## config.mk

```make
export PLATFORM = sky130hd
export DESIGN_NAME = hazard_scoreboard
export DESIGN_NICKNAME = d
export VERILOG_FILES = /design/src/rtl/hazard_pkg.sv /design/src/rtl/hazard_match.sv /design/src/rtl/hazard_scoreboard.sv
export SDC_FILE = /design/constraint.sdc
export NUM_CORES = 1
export LEC_CHECK = 0
export ABC_AREA = 1
export CAP_MARGIN = 25
export CORE_MARGIN = 3
export CORE_UTILIZATION = 51
export DETAILED_ROUTE_END_ITERATION = 6
export GPL_TIMING_DRIVEN = 0
export PLACE_DENSITY_LB_ADDON = 0.15
export REMOVE_ABC_BUFFERS = 1
export SETUP_SLACK_MARGIN = 0.3
export SYNTH_ARGS = -nofsm -noshare
export SYNTH_HDL_FRONTEND = slang
export SYNTH_SLANG_ARGS = --single-unit
```

## constraint.sdc

```tcl
create_clock -name i_clk -period 1.76 [get_ports i_clk]
set_input_delay 0.352 -clock i_clk [delete_from_list [all_inputs] [get_ports i_clk]]
set_output_delay 0.352 -clock i_clk [all_outputs]
set_load 0.01 [all_outputs]
```

## src/rtl/hazard_pkg.sv

```systemverilog
// Shared types and helpers for the RAW hazard scoreboard.
// An entry records one in-flight register write as it moves down the pipeline.
package hazard_pkg;

  // The dst field is sized for the largest supported register file.
  // Narrower indices are zero-extended into it.
  localparam int HZ_DST_W = 8;
  localparam int SEL_RF   = 0;

  typedef struct packed {
    logic                valid;
    logic [HZ_DST_W-1:0] dst;
    logic                is_load;
  } hz_entry_t;

  function automatic int sel_width(input int depth);
    return (depth < 1) ? 1 : $clog2(depth + 1);
  endfunction

endpackage

```

## src/rtl/hazard_match.sv

```systemverilog
// Priority search for one source operand: picks the youngest in-flight producer,
// then decides whether its data can be forwarded yet or the consumer must stall.
module hazard_match
  import hazard_pkg::*;
#(
  parameter int DEPTH    = 3,
  parameter int LOAD_LAT = 2,
  parameter int REG_W    = 3,
  parameter int SEL_W    = sel_width(DEPTH)
) (
  input  hz_entry_t [DEPTH-1:0] i_entries,
  input  logic                  i_used,
  input  logic [REG_W-1:0]      i_src,
  output logic [SEL_W-1:0]      o_sel,
  output logic                  o_stall_req
);

  logic [SEL_W-1:0] w_sel;
  logic             w_stall_req;

  always_comb begin
    w_sel       = SEL_W'(SEL_RF);
    w_stall_req = 1'b0;
    // Walk oldest to youngest so the youngest match is the last one to assign.
    for (int k = DEPTH; k >= 1; k--) begin
      if (i_used && i_entries[k-1].valid &&
          (i_entries[k-1].dst == HZ_DST_W'(i_src))) begin
        if (!i_entries[k-1].is_load || (k >= LOAD_LAT)) begin
          w_sel       = SEL_W'(k);
          w_stall_req = 1'b0;
        end else begin
          w_sel       = SEL_W'(SEL_RF);
          w_stall_req = 1'b1;
        end
      end
    end
  end

  assign o_sel       = w_sel;
  assign o_stall_req = w_stall_req;

endmodule

```

## src/rtl/hazard_scoreboard.sv

```systemverilog
// RAW hazard unit: tracks in-flight writes, selects forwarding sources per operand,
// raises load-use stalls, squashes on branch flush and counts stall cycles.
module hazard_scoreboard
  import hazard_pkg::*;
#(
  parameter int NREGS    = 8,
  parameter int DEPTH    = 3,
  parameter int LOAD_LAT = 2,
  parameter int REG_W    = $clog2(NREGS),
  parameter int SEL_W    = sel_width(DEPTH)
) (
  input  logic             i_clk,
  input  logic             i_reset_n,
  input  logic             i_issue_valid,
  input  logic             i_issue_we,
  input  logic [REG_W-1:0] i_issue_dst,
  input  logic             i_issue_is_load,
  input  logic             i_rx_used,
  input  logic             i_ry_used,
  input  logic [REG_W-1:0] i_rx,
  input  logic [REG_W-1:0] i_ry,
  input  logic             i_flush,
  output logic             o_stall,
  output logic [SEL_W-1:0] o_fw_rx_sel,
  output logic [SEL_W-1:0] o_fw_ry_sel,
  output logic [15:0]      o_stall_cnt
);

  // r_stage[k-1] holds pipeline stage k (stage 1 = EX).
  hz_entry_t [DEPTH-1:0] r_stage;
  logic [15:0]           r_stall_cnt;

  logic [SEL_W-1:0] w_rx_sel;
  logic [SEL_W-1:0] w_ry_sel;
  logic             w_rx_req;
  logic             w_ry_req;
  logic             w_stall;
  hz_entry_t        w_new;

  hazard_match #(
    .DEPTH(DEPTH), .LOAD_LAT(LOAD_LAT), .REG_W(REG_W), .SEL_W(SEL_W)
  ) u_match_rx (
    .i_entries  (r_stage),
    .i_used     (i_rx_used),
    .i_src      (i_rx),
    .o_sel      (w_rx_sel),
    .o_stall_req(w_rx_req)
  );

  hazard_match #(
    .DEPTH(DEPTH), .LOAD_LAT(LOAD_LAT), .REG_W(REG_W), .SEL_W(SEL_W)
  ) u_match_ry (
    .i_entries  (r_stage),
    .i_used     (i_ry_used),
    .i_src      (i_ry),
    .o_sel      (w_ry_sel),
    .o_stall_req(w_ry_req)
  );

  // A flushed issue slot can never stall: the instruction is discarded anyway.
  assign w_stall = i_issue_valid & ~i_flush & (w_rx_req | w_ry_req);

  always_comb begin
    w_new         = '0;
    w_new.valid   = i_issue_valid & i_issue_we & ~w_stall & ~i_flush;
    w_new.dst     = HZ_DST_W'(i_issue_dst);
    w_new.is_load = i_issue_is_load;
  end

  // Stage boundary: issue -> stage 1 -> ... -> stage DEPTH -> regfile.
  always_ff @(posedge i_clk or negedge i_reset_n) begin
    if (!i_reset_n) begin
      r_stage <= '0;
    end else begin
      r_stage[0] <= w_new;
      for (int k = 1; k < DEPTH; k++) begin
        if ((k == 1) && i_flush) begin
          r_stage[k] <= '0;
        end else begin
          r_stage[k] <= r_stage[k-1];
        end
      end
    end
  end

  always_ff @(posedge i_clk or negedge i_reset_n) begin
    if (!i_reset_n) begin
      r_stall_cnt <= 16'd0;
    end else if (w_stall && (r_stall_cnt != 16'hFFFF)) begin
      r_stall_cnt <= r_stall_cnt + 16'd1;
    end
  end

  assign o_stall     = w_stall;
  assign o_fw_rx_sel = w_rx_sel;
  assign o_fw_ry_sel = w_ry_sel;
  assign o_stall_cnt = r_stall_cnt;

endmodule

```

## Yosys cells after proc, flatten, opt, wreduce, memory -nomap -nowiden

Index checks and enable logic that the tools add are counted.

| cells by class | value |
|---|---|
| add/subtract/negate cells | 1 |
| mux-type cells | 11 |
| eq/ne operators | 7 |
| reduce and logical (&&, ||, !) cells | 13 |
| bitwise operators | 8 |

Operators by type and width:

| cell | count |
|---|---|
| == test 8 x 3 -> 1 bit | 4 |
| adder 16 x 1 -> 16 bit (second input constant) | 1 |
| != test 16 bit (second input constant) | 1 |
| logical AND 1 bit | 13 |
| two-way mux 2 bit | 6 |
| two-way mux 10 bit | 1 |
| == test 3 bit | 2 |
| bitwise AND 1 bit | 5 |
| two-way mux 1 bit | 4 |
| inverter 1 bit | 2 |
| OR 1 bit | 1 |

| word-level totals | value |
|---|---|
| output and inout port bits | 21 |
| bits in registers | 39 |
| input bits | 17 |
| word-level logic and storage cells | 48 |

## Depth between registers and ports, before layout

| logic depth | value |
|---|---|
| depth after elaboration | 8 |
| depth in mapped cells | 10 |
| depth with buffers taken out | 9 |

## By module

Synthesis repeated with hierarchy kept, for this count alone.

| unflattened totals | value |
|---|---|
| cells, all modules | 318 |
| area, all modules | 2102.0 um2 |

By module, submodules not included:

| module | instances | area an instance (um2) | seq. area each (um2) | cells an instance |
|---|---|---|---|---|
| hazard_scoreboard | 1 | 1473.9 | 775.7 | 178 |
| hazard_match | 2 | 314.1 | 0.0 | 70 |

## Worst setup path after synthesis

OpenSTA, ideal clock, no wires.

| path | value |
|---|---|
| path type | register to register |
| start | reg r_stall_cnt[0], in the netlist o_stall_cnt[0] |
| end | reg r_stall_cnt[2], in the netlist o_stall_cnt[2] |
| path buffers | 1 |
| arrival | 1.478 ns |
| clock period less this slack | 1.594 ns |
| stages on the path, launching flop included | 10 |
| setup slack | 0.166 ns |
| data required time | 1.644 ns |
| library setup time | 0.116 ns |
| cells stage by stage | dfrtp_1 ha_1 nand3_2 inv_2 nand2_4 nor2_4 nand2_4 buf_2 nand4_1 nand2_2 |

| on the way | value |
|---|---|
| word-level cells in the longest chain between the ends | 2 |
| elaborated cells on any way between the ends | 3 |
| those cells by class | add/sub: 1; eq/ne: 1; reduce/logical: 1 |

Ends and longest elaborated chain:

| what | RTL line | text |
|---|---|---|
| from (decl) | hazard_scoreboard.sv:31 | `logic [15:0] r_stall_cnt;` |
| from (signal assigned) | hazard_scoreboard.sv:90 | `r_stall_cnt <= r_stall_cnt + 16'd1;` |
| branches (longest 2 deep; another with adder 16 x 1 -> 16 bit) | -- |  |

Parallel ways; which one is timed is not known.
A chain may end at the register's enable or synchronous reset.

## Worst setup path in the final report

| path | value |
|---|---|
| start | reg r_stage[3] (netlist bit) |
| end | out o_fw_rx_sel[0] |

| on the way | value |
|---|---|
| word-level cells in the longest chain between the ends | 3 |

Ends and longest elaborated chain:

| what | RTL line | text |
|---|---|---|
| from (decl) | hazard_scoreboard.sv:30 | `hz_entry_t [DEPTH-1:0] r_stage;` |
| from (signal, indexed assignment) | hazard_scoreboard.sv:80 | `r_stage[k] <= r_stage[k-1];` |
| == test 3 bit | hazard_match.sv:27 | `(i_entries[k-1].dst == HZ_DST_W'(i_src))) begin` |
| logical AND 1 bit | hazard_match.sv:26 | `if (i_used && i_entries[k-1].valid &&` |
| two-way mux 2 bit | hazard_match.sv:26 |  |
| to (decl) | hazard_scoreboard.sv:24 | `output logic [SEL_W-1:0] o_fw_rx_sel,` |

Every way passes these cells.

==> metrics.yaml <==
clock_network:
  tritoncts: "done"
  htreeDepth: 2
  clockRootBuffer: "clkbuf_8"
  clock-sinks: 29
  path_clk_slew_ns: 0.06
  cts_hold_buf: 0
  worstSkewPairLatency_ns: 0.28
  cts_buffers: 5
  clockBufferDepth: 2
final_layout:
  nets: 329
  syn_to_final_growth_pct: 35.2
  diodes: 0
  drive_gt1_share_pct: 28.3
  postLayoutCellArea_um2: 2530
  nFillCells: 287
  layoutNonFillerInstCount: 357
synthesis:
  synth-compound-area-share_pct: 2.40
  synth_xor_xnor_area_share_pct: 5.14
  syn_avg_cell_area_um2: 7.29
  ys_seq_area_share_pct: 38.7
  muxShareOfSynthArea_pct: 0
  ys_ff_latch: 29
  netlist_area_um2: 1870
  synth_adder_area_share_pct: 0.668
  yosysWarnings: 0
  synthCells: 257
  yosys.area_share.simple_pct: 44.8
  yosys.cell_types.count: 26
  synth_top_family_by_area: "simple AND/OR/NAND/NOR gates"
worst_setup_path:
  crit_fanout: 3
  critical_path.startpoint_type: "flip-flop"
  crit_start: "r_stage[3]$_DFF_PN0_"
  rr_startpoint: "r_stage[3]$_DFF_PN0_"
  worstSetupPathType: "reg -> out"
  worstSetupEndpointType: "primary output"
  required_ns: 1.41
  arrival_ns: 1.48
outcome:
  outcome: "finished, violations left"
  violations: "negative setup slack"
run:
  cap_violations: 0
sta:
  hold_viol_final: 0
  tns_ns: -0.122
  rsz0062_at_grt: "true"
  finalMaxSlewViolations: 0
  fin_crit_ns: 1.83
  fin_crit_sh_pct: 104
  clock.fmax_ghz: 0.546
  tightest_slew_ns: 0.771
  setup_viol: 2
  finClkSkew_ns: 0.00391
  relSlewSlack_pct: 48.4
  setup_slack_ns: -0.0698
placed_design:
  place_congestion: 0.879
  dp.final_hpwl_mm: 3.23
  dp_slack_ns: -1.15
  port_buffers: 37
  placed_cell_area_um2: 2290
  dp_cells: 337
detailed_routing:
  drt_iter0_markers: 65
  routed_wirelength_mm: 4.72
  ant_nets: 0
  routedWlPerCell_um: 13.2
  vias_per_cell: 5.14
  vias: 1836
  dr.pass1.iters: 4
  drc: 0
global_route:
  first_global_vias: 1705
  overflow: 0
  antenna_found_initial: 0
  grt_usage_pct: 22.9
  grt_max_degree: 21
  grt_pass1_wl_mm: 7.71
die:
  initial_core_util_pct: 54.5
  die_h_um: 66.6
  core.rowCount: 21
  core_um2: 3440
  fp.dieW_um: 66.6
  ios: 38
  die_area_um2: 4440
pwr:
  ir_drop_uv: 574
  power_density_nw_per_um2: 567
  p_leak_nw: 1.28
worst_hold_path:
  min_from: "r_stage[19]$_DFF_PN0_"
  hold_path.class: "reg -> reg"
sequential cells by signal, summed over array words and instances, names as in the netlist:
signal       cells
r_stage         13
o_stall_cnt     16
final cells by class:
cell class / instances / area, um^2 / share of cell area (%)
clock buffers: 7 / 86.3 / 3.41
inverters: 30 / 113 / 4.44
repair buffers: 51 / 432 / 17.0
well taps: 46 / 57.6 / 2.27
multi-input cells: 194 / 1110 / 43.7
flip-flops and latches: 29 / 739 / 29.2
through the flow:
step                      utilization [%]  power (mW)  hold slack, ns
after global placement               65.6       0.860           0.382
after CTS                            72.3        1.44           0.400
after floorplan                         -       0.776          0.0564
after global routing                 73.6        1.49           0.429
final                                73.6        1.44           0.404
after detailed placement             66.4       0.870           0.386
cell families (layout without fill, tap and decap cells):
family | Yosys count | in the layout
xor+xnor | 11 | 11
compound gates | 8 | 8
fa+ha+maj | 1 | 1
buf+inv | 35 | 88
flops | 29 | 29
simple gates | 173 | 174
path summary, 6_finish.rpt:
kind	endpoint	slack, ns	cells after the start
worst max-delay path	o_fw_rx_sel[0]	-0.07	9
worst min-delay path	r_stage[29]$_DFF_PN0_	0.40	0
worst max register to register	o_stall_cnt[7]$_DFFE_PN0P_	0.08	10
worst min register to register	r_stage[29]$_DFF_PN0_	0.40	0
max in group asynchronous	o_stall_cnt[9]$_DFFE_PN0P_	0.66	2
min in group asynchronous	r_stage[13]$_DFF_PN0_	0.52	1
cells in the mapped netlist:
cell type / count / area share, %
nor3_1: 3 / 0.80
and3_1: 2 / 0.67
nand2_1: 83 / 17
a21boi_0: 1 / 0.40
nand4_1: 24 / 8.0
nand3_1: 10 / 2.7
nand2_4: 3 / 1.8
buf_4: 1 / 0.40
inv_1: 24 / 4.8
nand2_2: 12 / 4.0
nand3_2: 2 / 1.1
xnor2_1: 6 / 2.8
o22ai_1: 2 / 0.67
nor3_4: 1 / 0.87
nor2_2: 4 / 1.3
nand3_4: 1 / 0.93
o21ai_0: 1 / 0.27
nor2_1: 27 / 5.4
ha_1: 1 / 0.67
inv_2: 6 / 1.2
nor2_4: 1 / 0.60
xor2_1: 5 / 2.3
a21oi_1: 4 / 1.1
buf_12: 1 / 1.1
buf_2: 3 / 0.80
dfrtp_1: 29 / 39
where the power goes:
| part | internal, mW | switching (mW) | leakage (nW) |
|---|---|---|---|
| clock | 0.309 | 0.245 | 0.0443 |
| sequential | 0.685 | 0.0185 | 0.370 |
| combinational | 0.0800 | 0.100 | 0.869 |
critical path: stages (launching register included):
cell,delay (ns)
dfrtp_1,0.39
inv_2,0.06
nand2_1,0.05
nand2_1,0.08
nor2_2,0.17
nand2_1,0.10
inv_1,0.09
nand2_1,0.06
nand2_1,0.08
buf_2,0.13
routing by layer:
metal / vias up / share of wire [%] / track usage [%]
li1: 936 / - / -
met1: 844 / 41 / 26.0
met2: 44 / 52 / 40.5
met3: 12 / 4.8 / 5.40
met4: 0 / 2.2 / 9.64
met5: - / 0 / 0
layout by cell type (no fill, tap or decap), drive strengths merged:
cell and count:
buf 19, ha 1, nor3 4, o22ai 2
xor2 5, xnor2 6, o21ai 1, clkbuf 8
a21boi 1, and3 2, clkdlybuf4s15 1, inv 30
nor2 32, nand2 98, nand3 14, a21oi 4
dfrtp 29, dlygate4sd2 23, nand4 24, clkdlybuf4s50 7
what timing repair did:
item                                   4_1_cts  5_1_grt
buffers inserted                            12        0
pin swaps                                   15        8
resized for setup                           73       16
endpoints found under the hold margin        0        0
setup endpoints to repair                   38       21
cloned                                       1        0
Note: power is estimated with default switching activity, not from simulation.
